===== src/rtl/dma_bus_controller.sv =====
// dma_bus_controller
//   Bus-master sequencer for the DMA engine. Copies `len` words between
//   memory (bus_type 2'b00) and an IO device (bus_type 2'b11), one read into
//   an internal buffer followed by one write out of it per word. The shared
//   data bus is obtained from the CPU side through bus_req/bus_grant. At most
//   BURST_LEN words are moved per grant, then the request drops for a cycle
//   so the CPU side gets a chance at the bus.
//
// Bus handshake: while bus_valid=1 the op/type/addr (and wdata for writes)
//   are held stable; the cycle completes on the rising edge where bus_ready=1.
//   bus_ready is ignored while bus_valid=0. bus_grant is only looked at in
//   REQ and is expected to stay high for as long as bus_req stays high.
//
// Ports
//   clk, rst_n            clock (posedge), asynchronous active-low reset
//   start, dir            begin a transfer (IDLE only); 0 mem->IO, 1 IO->mem
//   src_addr, dst_addr    first source / destination address
//   len                   number of words (0 finishes without touching the bus)
//   abort                 stop at the next word boundary (sticky while busy)
//   bus_req, bus_grant    bus arbitration handshake
//   bus_valid, bus_op     cycle valid; 2'b01 read, 2'b00 write
//   bus_type, bus_addr    2'b00 memory / 2'b11 IO; current address
//   bus_rdata, bus_wdata  read data in, buffered write data out
//   bus_ready             slave completes the current cycle
//   busy, done, aborted   status: not idle, end pulse, ended early
//   words_left            words still to move
//   state_dbg             current FSM state, for debug and checkers
module dma_bus_controller #(
    parameter int DATA_W    = 32,
    parameter int ADDR_W    = 8,
    parameter int LEN_W     = 8,
    parameter int BURST_LEN = 4
) (
    input  logic              clk,
    input  logic              rst_n,
    input  logic              start,
    input  logic              dir,
    input  logic [ADDR_W-1:0] src_addr,
    input  logic [ADDR_W-1:0] dst_addr,
    input  logic [LEN_W-1:0]  len,
    input  logic              abort,
    output logic              bus_req,
    input  logic              bus_grant,
    output logic              bus_valid,
    output logic [1:0]        bus_op,
    output logic [1:0]        bus_type,
    output logic [ADDR_W-1:0] bus_addr,
    input  logic [DATA_W-1:0] bus_rdata,
    output logic [DATA_W-1:0] bus_wdata,
    input  logic              bus_ready,
    output logic              busy,
    output logic              done,
    output logic              aborted,
    output logic [LEN_W-1:0]  words_left,
    output logic [2:0]        state_dbg
);

    localparam logic [1:0] OP_READ  = 2'b01;
    localparam logic [1:0] OP_WRITE = 2'b00;
    localparam logic [1:0] TY_MEM   = 2'b00;
    localparam logic [1:0] TY_IO    = 2'b11;

    // Counter holds 0..BURST_LEN; BURST_LAST is the value seen in the NEXT
    // that finishes the final word of a grant.
    localparam int          BW         = $clog2(BURST_LEN + 1);
    localparam logic [BW-1:0] BURST_LAST = BW'(BURST_LEN - 1);

    typedef enum logic [2:0] {
        IDLE  = 3'd0,
        REQ   = 3'd1,
        READ  = 3'd2,
        WRITE = 3'd3,
        NEXT  = 3'd4,
        REL   = 3'd5,
        DONE  = 3'd6
    } state_t;

    state_t              state_q, state_next;
    logic                dir_q;
    logic [ADDR_W-1:0]   src_q, dst_q;
    logic [LEN_W-1:0]    words_left_q;
    logic [DATA_W-1:0]   buffer_q;
    logic                abort_flag_q;
    logic                aborted_q;
    logic [BW-1:0]       burst_cnt_q;

    always_ff @(posedge clk or negedge rst_n) begin
        if (!rst_n) begin
            state_q <= IDLE;
        end else begin
            state_q <= state_next;
        end
    end

    always_comb begin
        state_next = state_q;
        bus_req    = 1'b0;
        bus_valid  = 1'b0;
        bus_op     = OP_WRITE;
        bus_type   = TY_MEM;
        bus_addr   = '0;
        bus_wdata  = '0;
        case (state_q)
            IDLE: begin
                if (start) begin
                    state_next = (len == '0) ? DONE : REQ;
                end
            end
            REQ: begin
                bus_req = 1'b1;
                if (bus_grant) begin
                    state_next = abort_flag_q ? DONE : READ;
                end
            end
            READ: begin
                bus_req   = 1'b1;
                bus_valid = 1'b1;
                bus_op    = OP_READ;
                bus_type  = dir_q ? TY_IO : TY_MEM;
                bus_addr  = src_q;
                if (bus_ready) begin
                    state_next = WRITE;
                end
            end
            WRITE: begin
                bus_req   = 1'b1;
                bus_valid = 1'b1;
                bus_op    = OP_WRITE;
                bus_type  = dir_q ? TY_MEM : TY_IO;
                bus_addr  = dst_q;
                bus_wdata = buffer_q;
                if (bus_ready) begin
                    state_next = NEXT;
                end
            end
            NEXT: begin
                bus_req = 1'b1;
                // words_left still holds the pre-decrement count here.
                if (words_left_q == LEN_W'(1) || abort_flag_q) begin
                    state_next = DONE;
                end else if (burst_cnt_q == BURST_LAST) begin
                    state_next = REL;
                end else begin
                    state_next = READ;
                end
            end
            REL:     state_next = REQ;
            DONE:    state_next = IDLE;
            default: state_next = IDLE;
        endcase
    end

    always_ff @(posedge clk or negedge rst_n) begin
        if (!rst_n) begin
            dir_q        <= 1'b0;
            src_q        <= '0;
            dst_q        <= '0;
            words_left_q <= '0;
            buffer_q     <= '0;
            abort_flag_q <= 1'b0;
            aborted_q    <= 1'b0;
            burst_cnt_q  <= '0;
        end else begin
            case (state_q)
                IDLE: begin
                    if (start) begin
                        dir_q        <= dir;
                        src_q        <= src_addr;
                        dst_q        <= dst_addr;
                        words_left_q <= len;
                        abort_flag_q <= 1'b0;
                        aborted_q    <= 1'b0;
                        burst_cnt_q  <= '0;
                    end
                end
                READ: begin
                    if (bus_ready) begin
                        buffer_q <= bus_rdata;
                    end
                end
                NEXT: begin
                    words_left_q <= words_left_q - LEN_W'(1);
                    burst_cnt_q  <= burst_cnt_q + BW'(1);
                    // Only the memory-side address walks; the IO port is fixed.
                    if (dir_q) begin
                        dst_q <= dst_q + ADDR_W'(1);
                    end else begin
                        src_q <= src_q + ADDR_W'(1);
                    end
                end
                REL:     burst_cnt_q <= '0;
                default: ;
            endcase

            if (state_q != IDLE && abort) begin
                abort_flag_q <= 1'b1;
            end

            // Decide the aborted status on the way into DONE so it is
            // visible together with the done pulse; it then holds until
            // the next start clears it.
            if (state_q != IDLE && state_q != DONE && state_next == DONE) begin
                aborted_q <= abort_flag_q | abort;
            end
        end
    end

    assign busy       = (state_q != IDLE);
    assign done       = (state_q == DONE);
    assign aborted    = aborted_q;
    assign words_left = words_left_q;
    assign state_dbg  = state_q;

endmodule


===== config.mk =====
export PLATFORM = sky130hd
export DESIGN_NAME = dma_bus_controller
export DESIGN_NICKNAME = d
export VERILOG_FILES = /design/src/rtl/dma_bus_controller.sv
export SDC_FILE = /design/constraint.sdc
export NUM_CORES = 1
export LEC_CHECK = 0
export CAP_MARGIN = 5
export CORE_UTILIZATION = 49
export DETAILED_ROUTE_END_ITERATION = 8
export PLACE_DENSITY = 0.86
export SETUP_SLACK_MARGIN = 0.4
export SLEW_MARGIN = 25
export SYNTH_ARGS = -nofsm -noshare
export SYNTH_HDL_FRONTEND = slang
export SYNTH_SLANG_ARGS = --single-unit
export TNS_END_PERCENT = 1

===== constraint.sdc =====
create_clock -name clk -period 4.4 [get_ports clk]
set_input_delay 1.32 -clock clk [delete_from_list [all_inputs] [get_ports clk]]
set_output_delay 1.32 -clock clk [all_outputs]
set_load 0.01 [all_outputs]

* Word level (Yosys, flattened, before mapping)
Cells that the tools add are included.
** Storage, ports and cells
- Memory bits (read-only) :: 0
- Memories kept :: 0
- Output and inout bits :: 60
- Input port bits :: 63
- Logic and storage cells :: 81
- Memory bits (writable) :: 0
- Latch bits :: 0
- Bits in registers :: 65
** Operators by class
- Magnitude comparators :: 0
- $add $sub $neg :: 4
- Reductions and logical operators :: 23
- Mux-type cells :: 31
- Shift-type cells :: 0
- Bitwise logic cells :: 1
- Div/mod/pow operators :: 0
- Equality and inequality tests :: 13
- Multiply operators :: 0
** Operator list (count)
- case mux 8 bit (2 select lines) :: 4
- two-way mux 8 bit :: 5
- two-way mux 32 bit :: 1
- two-way mux 3 bit :: 9
- case mux 3 bit (6 select lines) :: 1
- adder 8 x 1 -> 8 bit, second input constant :: 2
- == test 3 bit, second input constant :: 4
- AND reduction 2 bit :: 6
- nonzero test 2 bit :: 5
- == test 3 x 2 -> 1 bit, second input constant :: 3
- case mux 3 bit (3 select lines) :: 1
- == test 8 x 1 -> 1 bit, second input constant :: 1
- logical NOT 8 bit :: 1
- subtractor 8 x 1 -> 8 bit, second input constant :: 1
- two-way mux 1 bit :: 7
- != test 2 bit, second input constant :: 3
- AND reduction 3 bit :: 2
- nonzero test 3 bit :: 2
- two-way mux 2 bit :: 2
- case mux 2 bit (2 select lines) :: 1
- OR reduction 4 bit :: 1
- adder 3 x 1 -> 3 bit, second input constant :: 1
- == test 3 x 1 -> 1 bit, second input constant :: 1
- logical AND 1 bit :: 3
- 5 further kinds :: 5

* Depth between registers and ports, before layout
- Depth in word-level cells :: 8
- Gate-level depth with buffers :: 8
- Mapped depth without buffers :: 7

* Least setup slack after synthesis
Ideal clock, no wire load.
- Path kind :: reg2out
- From :: register state_q[0], in the netlist state_dbg[0]
- To :: output port bus_type[1]
- Data arrival time :: 1.589 ns
- Buffers on the path :: 4
- Setup slack :: 1.491 ns
- Data required time :: 3.080 ns
- Stages on the path, launching flop included :: 7
- Cell sequence :: dfrtp_1 > buf_6 > buf_2 > buf_1 > xnor2_1 > nor2_1 > buf_4
** Between the ends
- Cells in the longest elaborated chain, start to end :: 2
- Elaborated cells between the ends (all ways) :: 3
- Classes of those cells :: eq/ne: 2; mux: 1
** Ends and longest elaborated chain
- start, declared :: RTL line 78 : state_t state_q, state_next;
- start signal, assigned :: RTL line 91 : state_q <= state_next;
- == test 3 x 2 -> 1 bit :: RTL line 103 : case (state_q)
- case mux 2 bit (2 select lines) * :: RTL line 103
- end, declared :: RTL line 46 : output logic [1:0] bus_type,
Every way passes the cells marked *; elsewhere a longest branch is shown, timed or not.

* Worst setup path after layout
- From :: register state_q[1], in the netlist state_dbg[1]
- To :: output port bus_wdata[16]
** Between the ends
- Cells in the longest elaborated chain, start to end :: 2
** Ends and longest elaborated chain
- == test 3 x 2 -> 1 bit :: RTL line 103
- two-way mux 32 bit :: RTL line 103
- end, declared :: RTL line 49 : output logic [DATA_W-1:0] bus_wdata,
No other way between the ends.

==> flow_summary_export.csv <==
group,metric,value,unit
status,status,"complete, no violations",
clock_network,post_cts.repair.setup_buffers,0,
synthesis,synthesis.area,3562,µm²
synthesis,synthDistinctLibCells,51,
cells_and_area,stdcell_area,4957,µm²
cells_and_area,diodes,0,
synthesis,synth_nets,429,
clock_network,path_clk_slew,0.07,ns
placement,numPortBuffers,121,
die,rows,30,
die,core,6907,µm²
clock_network,cts_max_level,3,
drt,drt_wl_total,9320,µm
power_and_ir_drop,powerDensity,650.2,nW/µm²
synthesis,ys.flop_type,"dfrtp_1",
sta,finalHoldViolations,0,
synthesis,yosysTopAreaCell,"dfrtp_1",
worst_setup_path,critPathMaxFanout,34,
drt,dr.pass1.iters,4,
clock_network,cts_max_path_buffers,2,
placement,dp_hpwl,6648,µm
synthesis,synth.most_common_cell,"dfrtp_1",
min_path,hold-path-cell-count,2,
worst_setup_path,required,3.08,ns
clock_network,cts_inserted_buffers,9,
global_route,grt.overflow.total,0,
worst_setup_path,reg2reg_slack,1.70,ns
worst_setup_path,r2r-start,"state_dbg[0]",
synthesis,ys_warn_count,0,
die,die_w,87.26,µm
worst_setup_path,r2r-end,"src_q[3]",
drt,wl_per_cell,16.35,µm
power_and_ir_drop,irDropWorstVdd,0.3338,mV
die,initial_core_util,51.58,%
drt,viasPerCell,5.637,
clock_network,clkLatencyLatePin,0.34,ns
cells_and_area,multi_input_area,1758,µm²
drt,dr_total_vias,3213,
sta,relSlewSlack,33.11,%
synthesis,synthCells,360,
sta,rsz0062_at_grt,"true",
sta,report.final.slew_viol_count,0,
clock_network,cts-root-buf,"clkbuf_8",
min_path,worstHoldStart,"burst_cnt_q[2]",
die,die_height,87.26,µm
synthesis,yosysTopAreaCellShare,45.66,%
synthesis,synth-async-reset-ratio,100.0,%
worst_setup_path,startpoint,"state_dbg[1]",
worst_setup_path,critPathKind,"reg2out",
clock_network,clkSinkCount,65,
global_route,grt_use_total,24.95,%
cells_and_area,drive_gt1_share,12.66,%
global_route,grt_max_degree,50,
sta,tightest_slew,1.003,ns
global_route,grt_pass1_wl,14780,µm
cells_and_area,final_core_util,71.78,%
sta,period_needed,3.945,ns
sta,fmax,0.2535,GHz
worst_setup_path,critPathCaptureType,"primary output",
cells_and_area,area_delta_synth_final,39.16,%
job,cap_violations,0,
sta,min_period_over_period,89.66,%
min_path,min_to,"burst_cnt_q[2]",
worst_setup_path,cp.arrival,2.63,ns
synthesis,ys_top_cells_by_area,"dfrtp_1, mux2_2, and3_1",
synthesis,synth_area_per_cell,9.895,µm²
sta,setup_tns,0,ns
synthesis,seq_area_frac_synth,45.66,%
synthesis,synth_edf_count,0,
synthesis,synthTopCellsByCount,"dfrtp_1, and3_1, nor2_1",
cells_and_area,final-seq-area,1628,µm²
worst_setup_path,worstRegToRegCells,6,
power_and_ir_drop,power_leakage,2.116,nW
die,io_pins,123,
global_route,grt_antenna_before_repair,0,
synthesis,synth-seq-cells,65,
die,dieArea,7614,µm²
drt,postRouteAntennaNets,0,
sta,fin_worst_skew,0.005638,ns
min_path,hold_class,"reg2reg",
cells_and_area,fill_cells,538,
cells_and_area,nets,538,
global_route,grt_pass1_vias,3000,
drt,drtIter0Drc,174,
drt,drc,0,
sta,setup_viol,0,
placement,gp_congestion,0.8608,
worst_setup_path,start_kind,"flip-flop",
clock_network,cts_tree,"done",
placement,dpl_cell_area,4777,µm²
[placed cells by master (no fill, tap or decap), types with 7 or more instances in the layout]
master / netlist / routed
nand2_1: 18 / 18
mux2_2: 31 / 31
o21ai_0: 18 / 18
clkbuf_8: 0 / 11
inv_1: 8 / 8
dfrtp_1: 65 / 64
nor3_1: 7 / 7
mux2i_1: 11 / 11
nand3_1: 13 / 13
clkdlybuf4s50_1: 0 / 120
nor2_1: 38 / 38
and3_1: 38 / 38
a21oi_1: 25 / 24
[registers in the layout (all words and copies together), names as in the netlist]
signal        flops
dir_q             1
dst_q             8
state_dbg         3
src_q             8
abort_flag_q      1
buffer_q         32
burst_cnt_q       3
aborted           1
words_left        8
[final cells by class]
cell class	count	share of cell area, %
inverter	8	0.6058
sequential	65	32.84
clock buffer	14	3.281
multi-input combinational	259	35.46
tap	96	2.423
clock inverter	2	0.2524
timing repair buffer	126	25.14
[critical path: stages, from the launching register on]
cell	delay, ns
dfrtp_1	0.66
nand2b_1	0.13
inv_1	0.64
and3_1	0.28
clkdlybuf4s50_1	0.57
[metal layers]
metal | part of all wire (%) | vias up | global-route usage, %
met2 | 47 | 151 | 40.48
met4 | 0.94 | 0 | 7.004
met3 | 8.2 | 11 | 5.308
met5 | 0 | - | 0
met1 | 44 | 1527 | 33.82
li1 | - | 1524 | -
[worst max path at each step]
stage | slack [ns] | endpoint | depth (start not counted)
final | 0.45 | bus_wdata[16] | 4
after CTS | 0.47 | bus_type[1] | 4
after detailed placement | 0.86 | bus_type[1] | 4
after floorplan | 1.49 | bus_type[1] | 6
after global routing | 0.32 | bus_wdata[16] | 4
after global placement | 0.93 | bus_type[1] | 4
[repair_timing]
action	in CTS	in global routing
setup endpoints to repair	0	37
hold buffers	0	0
gates resized for setup	0	1
[logic make-up after synthesis]
family                   after synthesis  synth area share (%)
adder cells (fa/ha/maj)                6                 2.107
flip-flops                            65                 45.66
multiplexers                          43                 13.21
other                                  1                0.1053
AND/OR/NAND/NOR                      134                 20.27
AO/OA/AOI/OAI                         73                 12.89
XOR/XNOR                               2                0.4918
buffers and inverters                 36                 5.268
[where the power goes]
group | internal (mW) | switching, mW
Combinational | 0.853 | 0.728
Sequential | 0.888 | 0.297
Clock | 0.235 | 0.222
Total | 1.98 | 1.25
[per-stage QoR]
| stage | worst slack [ns] | std cells | power, mW | hold WS [ns] |
|---|---|---|---|---|
| after floorplan | 1.491 | 360 | 2.081 | 0.4481 |
| after global placement | 0.9256 | 554 | 2.686 | 0.4612 |
| after detailed placement | 0.8572 | 554 | 2.766 | 0.4725 |
| after CTS | 0.4713 | 570 | 3.230 | 0.4865 |
| after global routing | 0.3169 | 570 | 3.440 | 0.5165 |
| final | 0.4549 | 570 | 3.223 | 0.4917 |
Note: power is estimated with default switching activity, not from simulation.
